--- src/rtl/paper_vend_ctrl.sv ---
// paper_vend_ctrl: multi-item coin vending controller.
// Collects coin credit, tracks per-item stock, releases one item per accepted
// buy and pays change back as single-unit hopper pulses.
// Optional build macro: VEND_TIMEOUT_EN adds an inactivity timer that refunds
// credit left idle for TIMEOUT_CYCLES cycles.
module paper_vend_ctrl #(
    parameter int unsigned N_ITEMS        = 4,
    parameter int unsigned PRICE          = 3,
    parameter int unsigned CREDIT_W       = 5,
    parameter int unsigned STOCK_W        = 4,
    parameter int unsigned STOCK_INIT     = 8,
    parameter int unsigned HOLD_CYCLES    = 20,
    parameter int unsigned TIMEOUT_CYCLES = 1000,
    localparam int unsigned SEL_W         = (N_ITEMS > 1) ? $clog2(N_ITEMS) : 1
) (
    input  logic                clk,
    input  logic                rst_n,
    input  logic [1:0]          coin,
    input  logic [SEL_W-1:0]    sel,
    input  logic                buy,
    input  logic                cancel,
    input  logic                restock,
    output logic [N_ITEMS-1:0]  vend_out,
    output logic                change_pulse,
    output logic                coin_reject,
    output logic                sold_out,
    output logic [CREDIT_W-1:0] credit,
    output logic [N_ITEMS-1:0]  empty,
    output logic                busy
);

    localparam int unsigned CREDIT_MAX = (1 << CREDIT_W) - 1;
    // Wide enough for credit + 5 without wrapping, even for tiny CREDIT_W.
    localparam int unsigned SUM_W      = CREDIT_W + 3;
    localparam int unsigned HOLD_W     = (HOLD_CYCLES > 1) ? $clog2(HOLD_CYCLES) : 1;

    localparam logic [HOLD_W-1:0]   HOLD_LAST = HOLD_W'(HOLD_CYCLES - 1);
    localparam logic [CREDIT_W-1:0] PRICE_C   = CREDIT_W'(PRICE);

    typedef enum logic [1:0] {
        StIdle   = 2'b00,
        StVend   = 2'b01,
        StChange = 2'b10
    } state_e;

    state_e              state_q, state_d;
    logic [CREDIT_W-1:0] credit_q, credit_d;
    logic [STOCK_W-1:0]  stock_q [N_ITEMS];
    logic [STOCK_W-1:0]  stock_d [N_ITEMS];
    logic [1:0]          coin_q;
    logic [SEL_W-1:0]    sel_q, sel_d;
    logic [HOLD_W-1:0]   hold_q, hold_d;
    // High during the low half of a change pulse pair.
    logic                phase_q, phase_d;
    logic                coin_reject_q, coin_reject_d;
    logic                sold_out_q, sold_out_d;

    logic                coin_edge;
    logic [SUM_W-1:0]    coin_val;
    logic                sel_ok;
    logic [STOCK_W-1:0]  stock_sel;
    logic                cancel_ok;
    logic                buy_ok;
    logic [SUM_W-1:0]    base;
    logic [SUM_W-1:0]    sum;

`ifdef VEND_TIMEOUT_EN
    localparam int unsigned TO_W = (TIMEOUT_CYCLES > 1) ? $clog2(TIMEOUT_CYCLES) : 1;
    localparam logic [TO_W-1:0] TO_LAST = TO_W'(TIMEOUT_CYCLES - 1);

    logic [TO_W-1:0] idle_cnt_q, idle_cnt_d;
`endif

    // Selects beyond the last item are never honoured.
    if (N_ITEMS == (1 << SEL_W)) begin : g_sel_full
        assign sel_ok = 1'b1;
    end else begin : g_sel_part
        assign sel_ok = (sel < SEL_W'(N_ITEMS));
    end

    // Coin edge detect, coin value decode and selected-item stock lookup.
    always_comb begin
        coin_edge = (coin != 2'b00) && (coin_q == 2'b00);
        case (coin)
            2'b01:   coin_val = SUM_W'(1);
            2'b10:   coin_val = SUM_W'(2);
            2'b11:   coin_val = SUM_W'(5);
            default: coin_val = '0;
        endcase
        stock_sel = sel_ok ? stock_q[sel] : '0;
    end

    // Next-state logic: credit, stock, vend hold timer and change pacing.
    always_comb begin
        state_d       = state_q;
        credit_d      = credit_q;
        stock_d       = stock_q;
        sel_d         = sel_q;
        hold_d        = hold_q;
        phase_d       = phase_q;
        coin_reject_d = 1'b0;
        sold_out_d    = 1'b0;
        cancel_ok     = 1'b0;
        buy_ok        = 1'b0;
        base          = SUM_W'(credit_q);
        sum           = '0;
`ifdef VEND_TIMEOUT_EN
        idle_cnt_d    = '0;
`endif
        case (state_q)
            StIdle: begin
                cancel_ok = cancel && (credit_q != '0);
                if (cancel_ok) begin
                    state_d = StChange;
                    phase_d = 1'b0;
                end else if (buy && sel_ok) begin
                    // Checks use pre-coin credit and pre-restock stock.
                    if (stock_sel == '0) begin
                        sold_out_d = 1'b1;
                    end else if (credit_q >= PRICE_C) begin
                        buy_ok = 1'b1;
                    end
                end
                if (buy_ok) begin
                    base    = SUM_W'(credit_q) - SUM_W'(PRICE);
                    sel_d   = sel;
                    hold_d  = '0;
                    state_d = StVend;
                end
                sum = base + coin_val;
                if (coin_edge && (cancel_ok || (sum > SUM_W'(CREDIT_MAX)))) begin
                    coin_reject_d = 1'b1;
                    credit_d      = base[CREDIT_W-1:0];
                end else if (coin_edge) begin
                    credit_d = sum[CREDIT_W-1:0];
                end else begin
                    credit_d = base[CREDIT_W-1:0];
                end
                for (int i = 0; i < N_ITEMS; i++) begin
                    if (restock) begin
                        stock_d[i] = STOCK_W'(STOCK_INIT);
                    end
                    if (buy_ok && (sel == SEL_W'(i))) begin
                        stock_d[i] = stock_d[i] - STOCK_W'(1);
                    end
                end
`ifdef VEND_TIMEOUT_EN
                if (!(coin_edge || buy || cancel) && (credit_q != '0)) begin
                    if (idle_cnt_q == TO_LAST) begin
                        state_d = StChange;
                        phase_d = 1'b0;
                    end else begin
                        idle_cnt_d = idle_cnt_q + TO_W'(1);
                    end
                end
`endif
            end
            StVend: begin
                coin_reject_d = coin_edge;
                if (hold_q == HOLD_LAST) begin
                    hold_d  = '0;
                    phase_d = 1'b0;
                    state_d = (credit_q != '0) ? StChange : StIdle;
                end else begin
                    hold_d = hold_q + HOLD_W'(1);
                end
            end
            StChange: begin
                coin_reject_d = coin_edge;
                if (credit_q == '0) begin
                    state_d = StIdle;
                end else if (!phase_q) begin
                    credit_d = credit_q - CREDIT_W'(1);
                    phase_d  = 1'b1;
                    if (credit_q == CREDIT_W'(1)) begin
                        state_d = StIdle;
                    end
                end else begin
                    phase_d = 1'b0;
                end
            end
            default: state_d = StIdle;
        endcase
    end

    // State registers; coin_q resets to 11 so a coin held through reset is not an edge.
    always_ff @(posedge clk or negedge rst_n) begin
        if (!rst_n) begin
            state_q       <= StIdle;
            credit_q      <= '0;
            coin_q        <= 2'b11;
            sel_q         <= '0;
            hold_q        <= '0;
            phase_q       <= 1'b0;
            coin_reject_q <= 1'b0;
            sold_out_q    <= 1'b0;
            for (int i = 0; i < N_ITEMS; i++) begin
                stock_q[i] <= STOCK_W'(STOCK_INIT);
            end
        end else begin
            state_q       <= state_d;
            credit_q      <= credit_d;
            coin_q        <= coin;
            sel_q         <= sel_d;
            hold_q        <= hold_d;
            phase_q       <= phase_d;
            coin_reject_q <= coin_reject_d;
            sold_out_q    <= sold_out_d;
            stock_q       <= stock_d;
        end
    end

`ifdef VEND_TIMEOUT_EN
    // Inactivity counter; held at zero outside IDLE so it restarts on re-entry.
    always_ff @(posedge clk or negedge rst_n) begin
        if (!rst_n) begin
            idle_cnt_q <= '0;
        end else begin
            idle_cnt_q <= idle_cnt_d;
        end
    end
`endif

    // Outputs decoded from registered state only.
    always_comb begin
        vend_out = '0;
        if (state_q == StVend) begin
            vend_out[sel_q] = 1'b1;
        end
        change_pulse = (state_q == StChange) && !phase_q;
        busy         = (state_q != StIdle);
        credit       = credit_q;
        coin_reject  = coin_reject_q;
        sold_out     = sold_out_q;
        for (int i = 0; i < N_ITEMS; i++) begin
            empty[i] = (stock_q[i] == '0);
        end
    end

endmodule
--- config.mk ---
export PLATFORM = sky130hd
export DESIGN_NAME = paper_vend_ctrl
export DESIGN_NICKNAME = d
export VERILOG_FILES = /design/src/rtl/paper_vend_ctrl.sv
export SDC_FILE = /design/constraint.sdc
export NUM_CORES = 1
export LEC_CHECK = 0
export CAP_MARGIN = 20
export CORE_ASPECT_RATIO = 1.4
export CORE_UTILIZATION = 25
export DETAILED_ROUTE_END_ITERATION = 7
export GPL_TIMING_DRIVEN = 0
export HOLD_SLACK_MARGIN = 0.02
export PLACE_DENSITY = 0.47
export SLEW_MARGIN = 20
export SYNTH_ARGS = -nofsm -noshare
export SYNTH_HDL_FRONTEND = slang
export SYNTH_SLANG_ARGS = --single-unit
--- constraint.sdc ---
create_clock -name clk -period 4.2 [get_ports clk]
set_input_delay 0.63 -clock clk [delete_from_list [all_inputs] [get_ports clk]]
set_output_delay 0.63 -clock clk [all_outputs]
set_load 0.005 [all_outputs]
==> parameters.txt <==
Parameter                              Value

Status
  Result of the run    finished clean

Yosys
  Synth Flop Type    dfrtp_1
  Number of enable-type register cells in the synthesized netlist    0
  Fraction of the yosys area taken by sequential cells    0.351
  Mapped Nets    around 330
  Register bit total from synthesis    35
  Number of instances in the synthesized netlist    300
  Syn Std Cell Area    around 2500 µm²
  FFs w/ async S/R, synth    1.00
  Synth unique cells    53
  Number of synthesis warnings    0
  Mean cell area of the mapped netlist    approximately 8.4 µm²

Placement
  Number of port buffers    25
  Routability-driven placement congestion ratio    about 0.8
  Detailed-placement wirelength estimate    between 5 and 6 mm

Setup path
  Critical Path Start Type    flip-flop
  Max incr delay on CP    0.50 ns
  Cell repeated most along the worst path    ha_1
  Register-to-register path setup slack    between 0.15 and 0.2 ns
  Worst-path cell chain    inv_4 -> ha_1 -> or4b_4 -> nand2_2 -> nand3_4 -> nor2_4 -> mux2_4 -> ha_1 -> a21o_1 -> a21oi_1 -> or2_2 -> or4b_1 -> nand4_1 -> buf_6 -> nor2_2 -> o311a_1
  Data arrival time at the worst-slack endpoint    4.21 ns
  CP startpoint    credit[0]$_DFFE_PN0P_
  Sort of element at the end of the critical path    flip-flop
  Capturing point of the worst reg2reg path    credit[2]$_DFFE_PN0P_
  Crit-path slowest cell    or4b_1
  Source of the worst register-to-register timing path    credit[0]$_DFFE_PN0P_
  Critical path peak fanout    10
  Worst R2R Path Depth    16
  WP data required    4.36 ns
  Startpoint-to-endpoint class of the critical path    flip-flop to flip-flop

Timing
  Slew HR    0.589
  Final period demand of the worst path    between 4 and 5 ns
  Hold Violations, Final    0
  Clock Skew    between 0.004 and 0.005 ns
  Fraction of the cycle the final worst path needs    0.963
  Maximum achievable frequency    247 MHz
  Final-report setup violation count    0
  Worst Max-Slew Pin Slew    0.617 ns
  Max-slew violation total from the final report    0
  Unrepaired setup endpoints after global routing    no

Clock tree
  Maximum level of the CTS H-tree    2
  CTS Buf Count    5
  Clock latency on the worst-skew pair    about 0.28 ns
  Root Buffer    clkbuf_16
  Clock sinks    35
  Clock-pin slew of the registers on the worst-case setup and hold paths    ~0.060 ns
  CTS tree    done
  Longest Clk Path Bufs    2
  Hold-fix buffers at CTS    0

Layout
  Layout Utilization    0.330
  Synth-to-layout area growth    26.3%
  Most common library cell in the layout ignoring fill and taps    nand2_1
  Count of fill cells added during filler insertion    just over 1000
  Sequential Area    approximately 900 µm²
  Number of antenna repair diodes    0
  Multi-input gate area in the final layout    1570 µm²
  Layout Nets    roughly 360
  Most frequent cells in the layout    nand2_1 (43), dfrtp_1 (27), a21oi_1 (25), o21ai_0 (24), clkdlybuf4s50_1 (22)
  Proportion of layout cells with a drive suffix above 1    0.150

Power
  Proportion of total power due to net switching    0.433
  Fraction of power consumed by sequential logic    0.274
  Pwr/cell area    676 nW/µm²
  Switching Power    929 µW
  Tot Pwr    roughly 2.1 mW
  Internal power component    1.22 mW
  Portion of total power attributed to combinational logic    0.558
  Total leakage power    1.29 nW
  Part of the total power dissipated in the clock network    0.168
  Max IR drop VDD    0.000216 V

Global route
  Grt ovf    0
  Global-route usage over all layers    0.139
  Largest net degree at the start of global routing    21
  Wire length of the first global-routing pass    about 11 mm
  Antenna violations before repair    0
  Vias in the first global route    between 2000 and 2500

Route
  Violation count after the first detailed-routing iteration    130
  Remaining antenna violation count    0
  Total Routed Length    slightly below 7 mm
  Wire length per cell after detailed routing    about 15 µm
  Routed vias    about 2300
  Via-to-Cell Ratio    roughly 5.0
  Number of detailed-route iterations in the first pass    4
  Remaining design rule violation count    0

Die
  Floorplan die area    10500 µm²
  CORE AREA    9620 µm²
  Die extent in x    a little under 90 µm
  Number of rows created at floorplan    42
  I/O pin count    26
  Vertical die dimension    about 120 µm
  Initial Utilization    0.261

Run
  Maxcap violations    0

Worst hold path
  Path class of the lowest-slack min-delay path    input pin to asynchronous set/reset pin
## cell usage after synthesis, types with 3 or more instances
cell type | number | share of area
nor3_1 | 14 | 0.028
a21o_1 | 3 | 0.0090
dfstp_2 | 6 | 0.063
mux2i_1 | 5 | 0.020
o21ai_0 | 24 | 0.048
or3_1 | 5 | 0.012
or4_1 | 6 | 0.018
clkbuf_1 | 10 | 0.015
mux2_2 | 4 | 0.018
a31oi_1 | 6 | 0.015
nor2_1 | 18 | 0.027
a21oi_1 | 25 | 0.050
dfrtp_1 | 29 | 0.29
inv_1 | 7 | 0.010
nand2b_1 | 5 | 0.012
nor2b_1 | 5 | 0.012
nand3_1 | 13 | 0.026
ha_1 | 16 | 0.080
nand2_1 | 44 | 0.066
a22o_1 | 6 | 0.021
and2_1 | 4 | 0.010
## power by group through the flow
stage | Clock (mW) | Combinational (mW) | Sequential (mW)
final | 0.361 | 1.20 | 0.589
after global routing | 0.380 | 1.35 | 0.609
after CTS | 0.374 | 1.17 | 0.587
after detailed placement | 0 | 1.14 | 0.590
after global placement | 0 | 1.13 | 0.587
after floorplan | 0 | 0.788 | 0.558
## registers in the layout (all words and copies together) (netlist names)
name / flops
credit: 5
state_q: 2
phase_q: 1
sold_out: 1
hold_q: 5
coin_q: 2
coin_reject: 1
sel_q: 2
stock_q: 16
## worst max-delay path: cells and delay by family (launching register included)
kind | cells | cell delay, ns
muxes | 1 | 0.34
and+or+nand+nor | 8 | 1.85
AOI/OAI and AO/OA | 3 | 0.54
adders and majority gates | 2 | 0.45
DFF | 1 | 0.47
buffers and inverters | 2 | 0.27
## routing by layer
metal,track usage,vias to the layer above,wire length (µm)
met2,0.245,40,3360
met4,0.0490,0,106
li1,-,1164,-
met3,0.0246,8,219
met5,0,-,0
met1,0.168,1130,3160
## per-stage QoR
stage	setup slack [ns]	setup TNS, ns	cells	cell area, µm²	hold slack (ns)
after global routing	0.0145	0	471	3180	0.329
after CTS	0.00991	0	467	3130	0.311
after detailed placement	-0.724	-3.64	458	2950	0.495
final	0.155	0	471	3180	0.291
after global placement	-0.695	-3.50	457	2930	0.489
after floorplan	0.000875	0	300	2520	0.334
## final cells by class
type	count	area share
sequential	35	0.279
timing repair buffer	32	0.0969
multi-input combinational	241	0.496
buffer	14	0.0217
clock buffer	7	0.0418
clock inverter	1	0.00158
tap	132	0.0520
inverter	9	0.0114
## cell families after synthesis
logic type      after synthesis  share of synthesized area
simple gates                134                      0.283
compound gates               77                      0.184
flops                        35                      0.351
buf+inv                      24                     0.0423
fa+ha+maj                    17                     0.0876
mux                           9                     0.0378
xor+xnor                      4                     0.0139
## what timing repair did
action                                  CTS  global route
pin swaps                                 2             1
endpoints found under the setup margin    6             6
gates cloned                              0             0
setup buffers                             2             4
resized for setup                         9            11
## worst max path at each step
stage	cells past startpoint	slack, ns	end
after floorplan	17	0.0009	credit[2]$_DFFE_PN0P_
after global placement	16	-0.69	credit[2]$_DFFE_PN0P_
after detailed placement	16	-0.72	credit[2]$_DFFE_PN0P_
after CTS	16	0.01	credit[2]$_DFFE_PN0P_
after global routing	16	0.01	credit[2]$_DFFE_PN0P_
final	16	0.16	credit[2]$_DFFE_PN0P_
No activity file was read; power rests on OpenSTA's default activity.
